$ cat src/rtl/fetch_stage.sv
// Instruction fetch stage: owns the PC, issues in-order word fetches, pairs each
// returned word with its PC and buffers if_id records {pc, pc4, instruction} for decode.
module fetch_stage #(
    parameter logic [31:0] RESET_PC = 32'h0000_0000,
    parameter int          DEPTH    = 2
) (
    input  logic        clk,
    input  logic        nrst,
    output logic        imem_req_valid,
    input  logic        imem_req_ready,
    output logic [31:0] imem_req_addr,
    input  logic        imem_rsp_valid,
    input  logic [31:0] imem_rsp_data,
    input  logic        redirect_valid,
    input  logic [31:0] redirect_pc,
    input  logic        id_ready,
    output logic        if_id_valid,
    output logic [95:0] if_id
);
    localparam int            PW      = $clog2(DEPTH);
    localparam int            CW      = PW + 1;
    localparam logic [CW:0]   DEPTH_C = (CW + 1)'(DEPTH);

    // Handshakes: a transfer happens in a cycle where valid and ready are both high
    // at the rising edge; the responder never back-pressures imem_rsp_valid.

    logic [31:0]   pc_q, pc_d;
    logic [31:0]   pcf_mem [DEPTH];
    logic [PW-1:0] pcf_wr_q, pcf_wr_d, pcf_rd_q, pcf_rd_d;
    logic [95:0]   buf_mem [DEPTH];
    logic [PW-1:0] buf_wr_q, buf_wr_d, buf_rd_q, buf_rd_d;
    logic [CW-1:0] buf_cnt_q, buf_cnt_d;
    logic [CW-1:0] inflight_q, inflight_d;
    logic [CW-1:0] drop_q, drop_d;

    logic          issue, rsp_acc, buf_push, buf_pop;
    logic [31:0]   rsp_pc;

    always_comb begin
        // Credits cover both in-flight fetches and buffered records, so a kept
        // response always finds a free buffer slot.
        imem_req_valid = nrst && !redirect_valid
                         && (({1'b0, inflight_q} + {1'b0, buf_cnt_q}) < DEPTH_C);
        imem_req_addr  = pc_q;
        issue          = imem_req_valid && imem_req_ready;
        rsp_acc        = imem_rsp_valid && (inflight_q != '0);
        rsp_pc         = pcf_mem[pcf_rd_q];
        if_id_valid    = (buf_cnt_q != '0);
        if_id          = if_id_valid ? buf_mem[buf_rd_q] : '0;
        buf_push       = rsp_acc && (drop_q == '0) && !redirect_valid;
        buf_pop        = if_id_valid && id_ready && !redirect_valid;

        pc_d       = issue ? pc_q + 32'd4 : pc_q;
        pcf_wr_d   = pcf_wr_q + PW'(issue);
        pcf_rd_d   = pcf_rd_q + PW'(rsp_acc);
        inflight_d = inflight_q + CW'(issue) - CW'(rsp_acc);
        buf_wr_d   = buf_wr_q + PW'(buf_push);
        buf_rd_d   = buf_rd_q + PW'(buf_pop);
        buf_cnt_d  = buf_cnt_q + CW'(buf_push) - CW'(buf_pop);
        drop_d     = drop_q;

        if (redirect_valid) begin
            // Everything still outstanding after this cycle predates the redirect.
            pc_d      = {redirect_pc[31:2], 2'b00};
            drop_d    = inflight_q - CW'(rsp_acc);
            buf_wr_d  = '0;
            buf_rd_d  = '0;
            buf_cnt_d = '0;
        end else if (rsp_acc && (drop_q != '0)) begin
            drop_d = drop_q - CW'(1);
        end
    end

    always_ff @(posedge clk or negedge nrst) begin
        if (!nrst) begin
            pc_q       <= RESET_PC;
            pcf_wr_q   <= '0;
            pcf_rd_q   <= '0;
            inflight_q <= '0;
            buf_wr_q   <= '0;
            buf_rd_q   <= '0;
            buf_cnt_q  <= '0;
            drop_q     <= '0;
        end else begin
            pc_q       <= pc_d;
            pcf_wr_q   <= pcf_wr_d;
            pcf_rd_q   <= pcf_rd_d;
            inflight_q <= inflight_d;
            buf_wr_q   <= buf_wr_d;
            buf_rd_q   <= buf_rd_d;
            buf_cnt_q  <= buf_cnt_d;
            drop_q     <= drop_d;
        end
    end

    // Storage arrays carry no reset; pointers and counts qualify every read.
    always_ff @(posedge clk) begin
        if (issue) begin
            pcf_mem[pcf_wr_q] <= pc_q;
        end
        if (buf_push) begin
            buf_mem[buf_wr_q] <= {rsp_pc, rsp_pc + 32'd4, imem_rsp_data};
        end
    end

    rsp_without_request_a: assert property (
        @(posedge clk) disable iff (!nrst) imem_rsp_valid |-> (inflight_q != '0));

endmodule
$ cat config.mk
export PLATFORM = sky130hd
export DESIGN_NAME = fetch_stage
export DESIGN_NICKNAME = d
export VERILOG_FILES = /design/src/rtl/fetch_stage.sv
export SDC_FILE = /design/constraint.sdc
export NUM_CORES = 1
export LEC_CHECK = 0
export ABC_AREA = 1
export CAP_MARGIN = 20
export CORE_MARGIN = 8
export CORE_UTILIZATION = 54
export DETAILED_ROUTE_END_ITERATION = 7
export GPL_TIMING_DRIVEN = 0
export MAX_ROUTING_LAYER = met4
export PLACE_DENSITY = 0.86
export SYNTH_ARGS = -nofsm -noshare
export SYNTH_HDL_FRONTEND = slang
export SYNTH_SLANG_ARGS = --single-unit
$ cat constraint.sdc
create_clock -name clk -period 5 [get_ports clk]
set_input_delay 1 -clock clk [delete_from_list [all_inputs] [get_ports clk]]
set_output_delay 1 -clock clk [all_outputs]
set_load 0.01 [all_outputs]
Word level (Yosys, flattened, before mapping)
Memories as Yosys holds them, arrays and structs flattened. Index checks and enable logic that the tools add are counted.

Memories kept: 2. Register bits after elaboration: 42. Logic and storage cells: 52. Input bits: 70. Bits in latches: 0. Bits in writable memories: 256. Output and inout port bits: 130. Bits in read-only memories: 0.

Eq/ne operators: 0. $add $sub $neg: 13. Muxes and demuxes: 12. Reductions and logical operators: 16. $mul: 0. Bitwise operators: 0. Div/mod/pow operators: 0. $lt $le $gt $ge: 1. Shift-type cells: 0.

Memories: buf_mem (words 2, bits a word 96, rd ports 1, clocked after memory_dff 0, wr ports 1, line 30) `logic [95:0] buf_mem [DEPTH];`; pcf_mem (words 2, bits a word 32, rd ports 1, clocked after memory_dff 0, wr ports 1, line 28) `logic [31:0] pcf_mem [DEPTH];`.

Operators by type and width (count): $mux 96 (1); $add 32x3->32 const B (2); $mux 32 (2); $reduce_bool 2->1 (5); $logic_and 1x1->1 (9); $mux 1 (6); $mux 2 (3); $sub 2x1->2 (3); $add 1x1->1 (4); $add 2x1->2 (2); $add 2x2->3 (1); $lt 3x2->1 const B (1); $logic_not 2->1 (1); $sub 2x1->2 const B (1); $logic_not 1->1 (1).

Logic depth before layout (Yosys ltp)
Depth in word-level cells: 7. Depth in mapped cells: 12.

Worst setup path after synthesis
Ideal clock, no wire load.

Kind: input -> register. Start point: in redirect_valid. End point: mem buf_mem[1][0] (enable). Data arrival time: 3.865 ns. Path buffers: 2. Library setup time: 0.461 ns. Stages: 4. Slack: 0.673 ns. Data required time: 4.539 ns. Cells stage by stage: clkbuf_1 -> clkbuf_1 -> nor3_1 -> ha_1.

Cells in the longest elaborated chain, start to end: 4.

RTL lines: from (decl) (line 14) `input logic redirect_valid,`; $logic_not 1->1 (line 50) `buf_push = rsp_acc && (drop_q == '0) && !redirect_valid;`; $logic_and 1x1->1 (line 50); $mux 1 (line 101) `if (buf_push) begin`; $mux 1 (not written as such) (line 102) `buf_mem[buf_wr_q] <= {rsp_pc, rsp_pc + 32'd4, imem_rsp_data};`; to (decl) (line 30).

No other way between the ends.

Worst setup path after layout
Start point: reg buf_rd_q. End point: out if_id[63].

Cells in the longest elaborated chain, start to end: 2.

RTL lines: from (decl) (line 31) `logic [PW-1:0] buf_wr_q, buf_wr_d, buf_rd_q, buf_rd_d;`; from (signal assigned) (line 90) `buf_rd_q <= buf_rd_d;`; $mem_v2 2x96; $mux 96 (line 49) `if_id = if_id_valid ? buf_mem[buf_rd_q] : '0;`; to (decl) (line 18) `output logic [95:0] if_id`.

No other way between the ends.

==> results.txt <==
From synthesis to final layout, the design area changed by 26.3%. The number of instances in the synthesized netlist is 1237. The final-report setup violation count came out at 0.

The multi-input combinational cells in the finished layout cover a total of 0.00390 mm². The number of clock sinks is 284. The number of DRC markers in iteration 0 is 843.

The number of primary I/O pins came out at 200. After the flow finishes, the layout carries non-filler instances totaling 1808. The xor-xnor portion of the synthesized cell area came out at 0.0199. The static leakage came out at 6.10 nW. The initial core utilization came out at 0.547.

The maximum achievable frequency is 0.250 GHz. The library cell used most frequently in the layout, excluding fill and tap cells, is nand2_1. The total design power is 7.32 mW. The global-route congestion overflow total came out at 0. The combined area of all synthesized cells came out at 0.0128 mm². The netlist uses 33 different library cells. The share of the Yosys chip area taken by registers is 0.653. The headroom to the max-slew limit came out at 0.443. The root buffer cell chosen for the clock tree is clkbuf_16. Of the available clock period, the critical path in the final layout requires 0.800. The max-slew violation count is 0. The standard-cell row count is 56.

The mux contribution to synthesized area came out at 0. The number of remaining DRC errors came out at 0. The max capacitance violation total came out at 0.

The initial antenna violation count is 0. The number of filler cells placed in the layout is 1646. The category of the worst setup path launch point is a flip-flop.

Subtracting the final worst setup slack from the clock period gives 4.00 ns. The instance area after placement came out at 0.0152 mm². The largest fanout on the critical path came out at 10. The synthesized area per cell came out at 10.3 µm². The core region area came out at 0.0233 mm². The placement-stage worst setup slack is 1.41 ns.

After synthesis, the largest family of logic cells by area is simple AND/OR/NAND/NOR gates. In this run the remaining antenna-violating nets after routing total 0. The first-pass GRT wire length is 49000 µm. The via-per-instance ratio came out at 5.24. The longest individual stage delay on the worst path is 0.62 ns. The arrival time reported for the critical path endpoint came out at 3.00 ns. The die span in x came out at 170 µm. The vertical die dimension is 170 µm. The final-layout worst hold slack is 0.295 ns.

The critical setup path kind is reg2out. The total count of hold-check failures in the final report came out at 0. The aggregate routed wire length is 31500 µm. The post-CTS resize count is 0. The count of synthesis-stage warnings from yosys is 0. The worst supply voltage drop on vdd is 280 µV.

The final layout contains 1551 nets. The worst path setup slack after routing is 1.00 ns. The count of buffers inserted at the top-level ports is 190. For the pin with the worst max-slew slack, the measured transition is 0.836 ns.

The clock passes through at most 3 buffers. The critical path goes through clkbuf_1, buf_1, nand2_1, a21oi_1, clkdlybuf4s50_1. Registers take 0.00833 mm². The simple-gate portion of the synthesized area came out at 0.212.

In this run the worst setup path begins at buf_rd_q. Setup repair after global routing left no endpoint under its margin. The critical path data required time is 4.00 ns. TritonCTS built the clock tree. The first TritonRoute pass finished after 5 iterations. The setup TNS came out at 0 ns. The average wire length per cell after detail routing came out at 17.4 µm. At the end of the flow the core is filled with cells to 0.690. The worst clock skew came out at 0.0261 ns. The total vias in the final route came out at 9480.

The via count of the first global-routing pass is 9385. Entering global routing, the biggest net connects 62 pins. The run finished with clean final reports. For this design, the CTS-stage hold fixing added 0 buffers. In this run the number of H-tree levels came out at 1.

The area share of fa/ha/maj cells after synthesis came out at 0.0133. The classification of the worst-slack hold path is in2async. The startpoint of the lowest-slack register-to-register path is buf_cnt_q[0]. The estimated wirelength of the detail-placed design came out at 22500 µm. The layout cell share with drive strength beyond 1 is 0.0846. The power density normalized to cell area came out at 454 mW/mm².

In this run, synthesis produced a sequential element count of 284. The post-CTS setup repair buffer count came out at 0. The total instance count after detailed placement is 1756. The total CTS buffers came out at 29. The compound-cell area share of the yosys netlist came out at 0.0572. The latest clock arrival within the worst-skew pair came out at 0.55 ns. The area of the die is 0.0288 mm². STA classifies the critical path endpoint as an output port. The global router's overall resource usage is 0.222. The top cell types in the final layout, fill and taps aside, are nand2_1 (446), edfxtp_1 (244), clkdlybuf4s50_1 (189).

The cell type of the slowest stage on the worst timing path is clkbuf_1. The antenna diode count came out at 0. After clock tree synthesis, the clock-pin slew on the worst setup and hold paths is 0.07 ns. The routability-driven placement congestion ratio came out at 0.946. With fillers left out, the area of the finished cells amounts to 0.0161 mm².
-- where the power goes --
| part | switching, mW | internal [mW] |
|---|---|---|
| clock | 0.860 | 1.16 |
| sequential | 0.156 | 2.95 |
| combinational | 1.36 | 0.839 |
-- state kept, by name, indices dropped and copies added, names as in the netlist --
name	cells
buf_cnt_q	2
buf_mem	184
buf_rd_q	1
buf_wr_q	1
drop_q	2
imem_req_addr	30
inflight_q	2
pcf_mem	60
pcf_rd_q	1
pcf_wr_q	1
-- layer usage --
layer / vias to the layer above / part of all wire / global-route usage
met4: 0 / 0.028 / 0.0720
met1: 4450 / 0.40 / 0.274
met3: 58 / 0.078 / 0.0295
met2: 417 / 0.50 / 0.373
met5: - / 0 / -
li1: 4555 / - / -
-- cell families after synthesis --
family | Yosys count
simple gates | 641
flops | 284
compound gates | 137
buf+inv | 132
xor+xnor | 29
fa+ha+maj | 13
other cells | 1
-- cell usage after synthesis, drive strengths merged --
cell type	count	share of area
a21oi	96	0.038
a22o	1	0.00069
and2	2	0.00098
buf	21	0.012
clkbuf	31	0.0091
conb	1	0.00029
dfrtp	40	0.078
edfxtp	244	0.57
fa	1	0.0016
ha	12	0.012
inv	80	0.024
nand2	485	0.15
nand3	53	0.021
nand3b	2	0.0012
nand4	2	0.00098
nor2	90	0.032
nor3	5	0.0020
o211ai	7	0.0041
o21ai	24	0.0094
o21bai	9	0.0053
or2	2	0.00098
xnor2	8	0.0055
xor2	21	0.014
-- area by class of cell --
cell class              instances  share of cell area
clock inverters                20             0.00893
well taps                     319              0.0248
repair buffers                195               0.126
inverters                      80              0.0186
flip-flops and latches        284               0.517
plain buffers                  52              0.0167
clock buffers                  32              0.0458
multi-input cells             826               0.242
-- worst paths after layout --
kind                                      to  slack, ns  cells after the start
max                                if_id[63]        1.0                      5
min reg2reg                    pcf_mem[1][2]       0.56                      0
min                        imem_req_addr[30]       0.30                      1
max reg2reg                    pcf_mem[0][9]       1.95                      9
max in group asynchronous       buf_cnt_q[1]       4.22                      2
min in group clk               pcf_mem[1][2]       0.56                      0
-- worst max-delay path: cells and delay by family, from the launching register on --
family                 cells  cell delay (ns)
and+or+nand+nor            1             0.10
buffers and inverters      3             1.73
DFF                        1             0.37
AOI/OAI and AO/OA          1             0.27
Power figures use the tool's default switching activity.
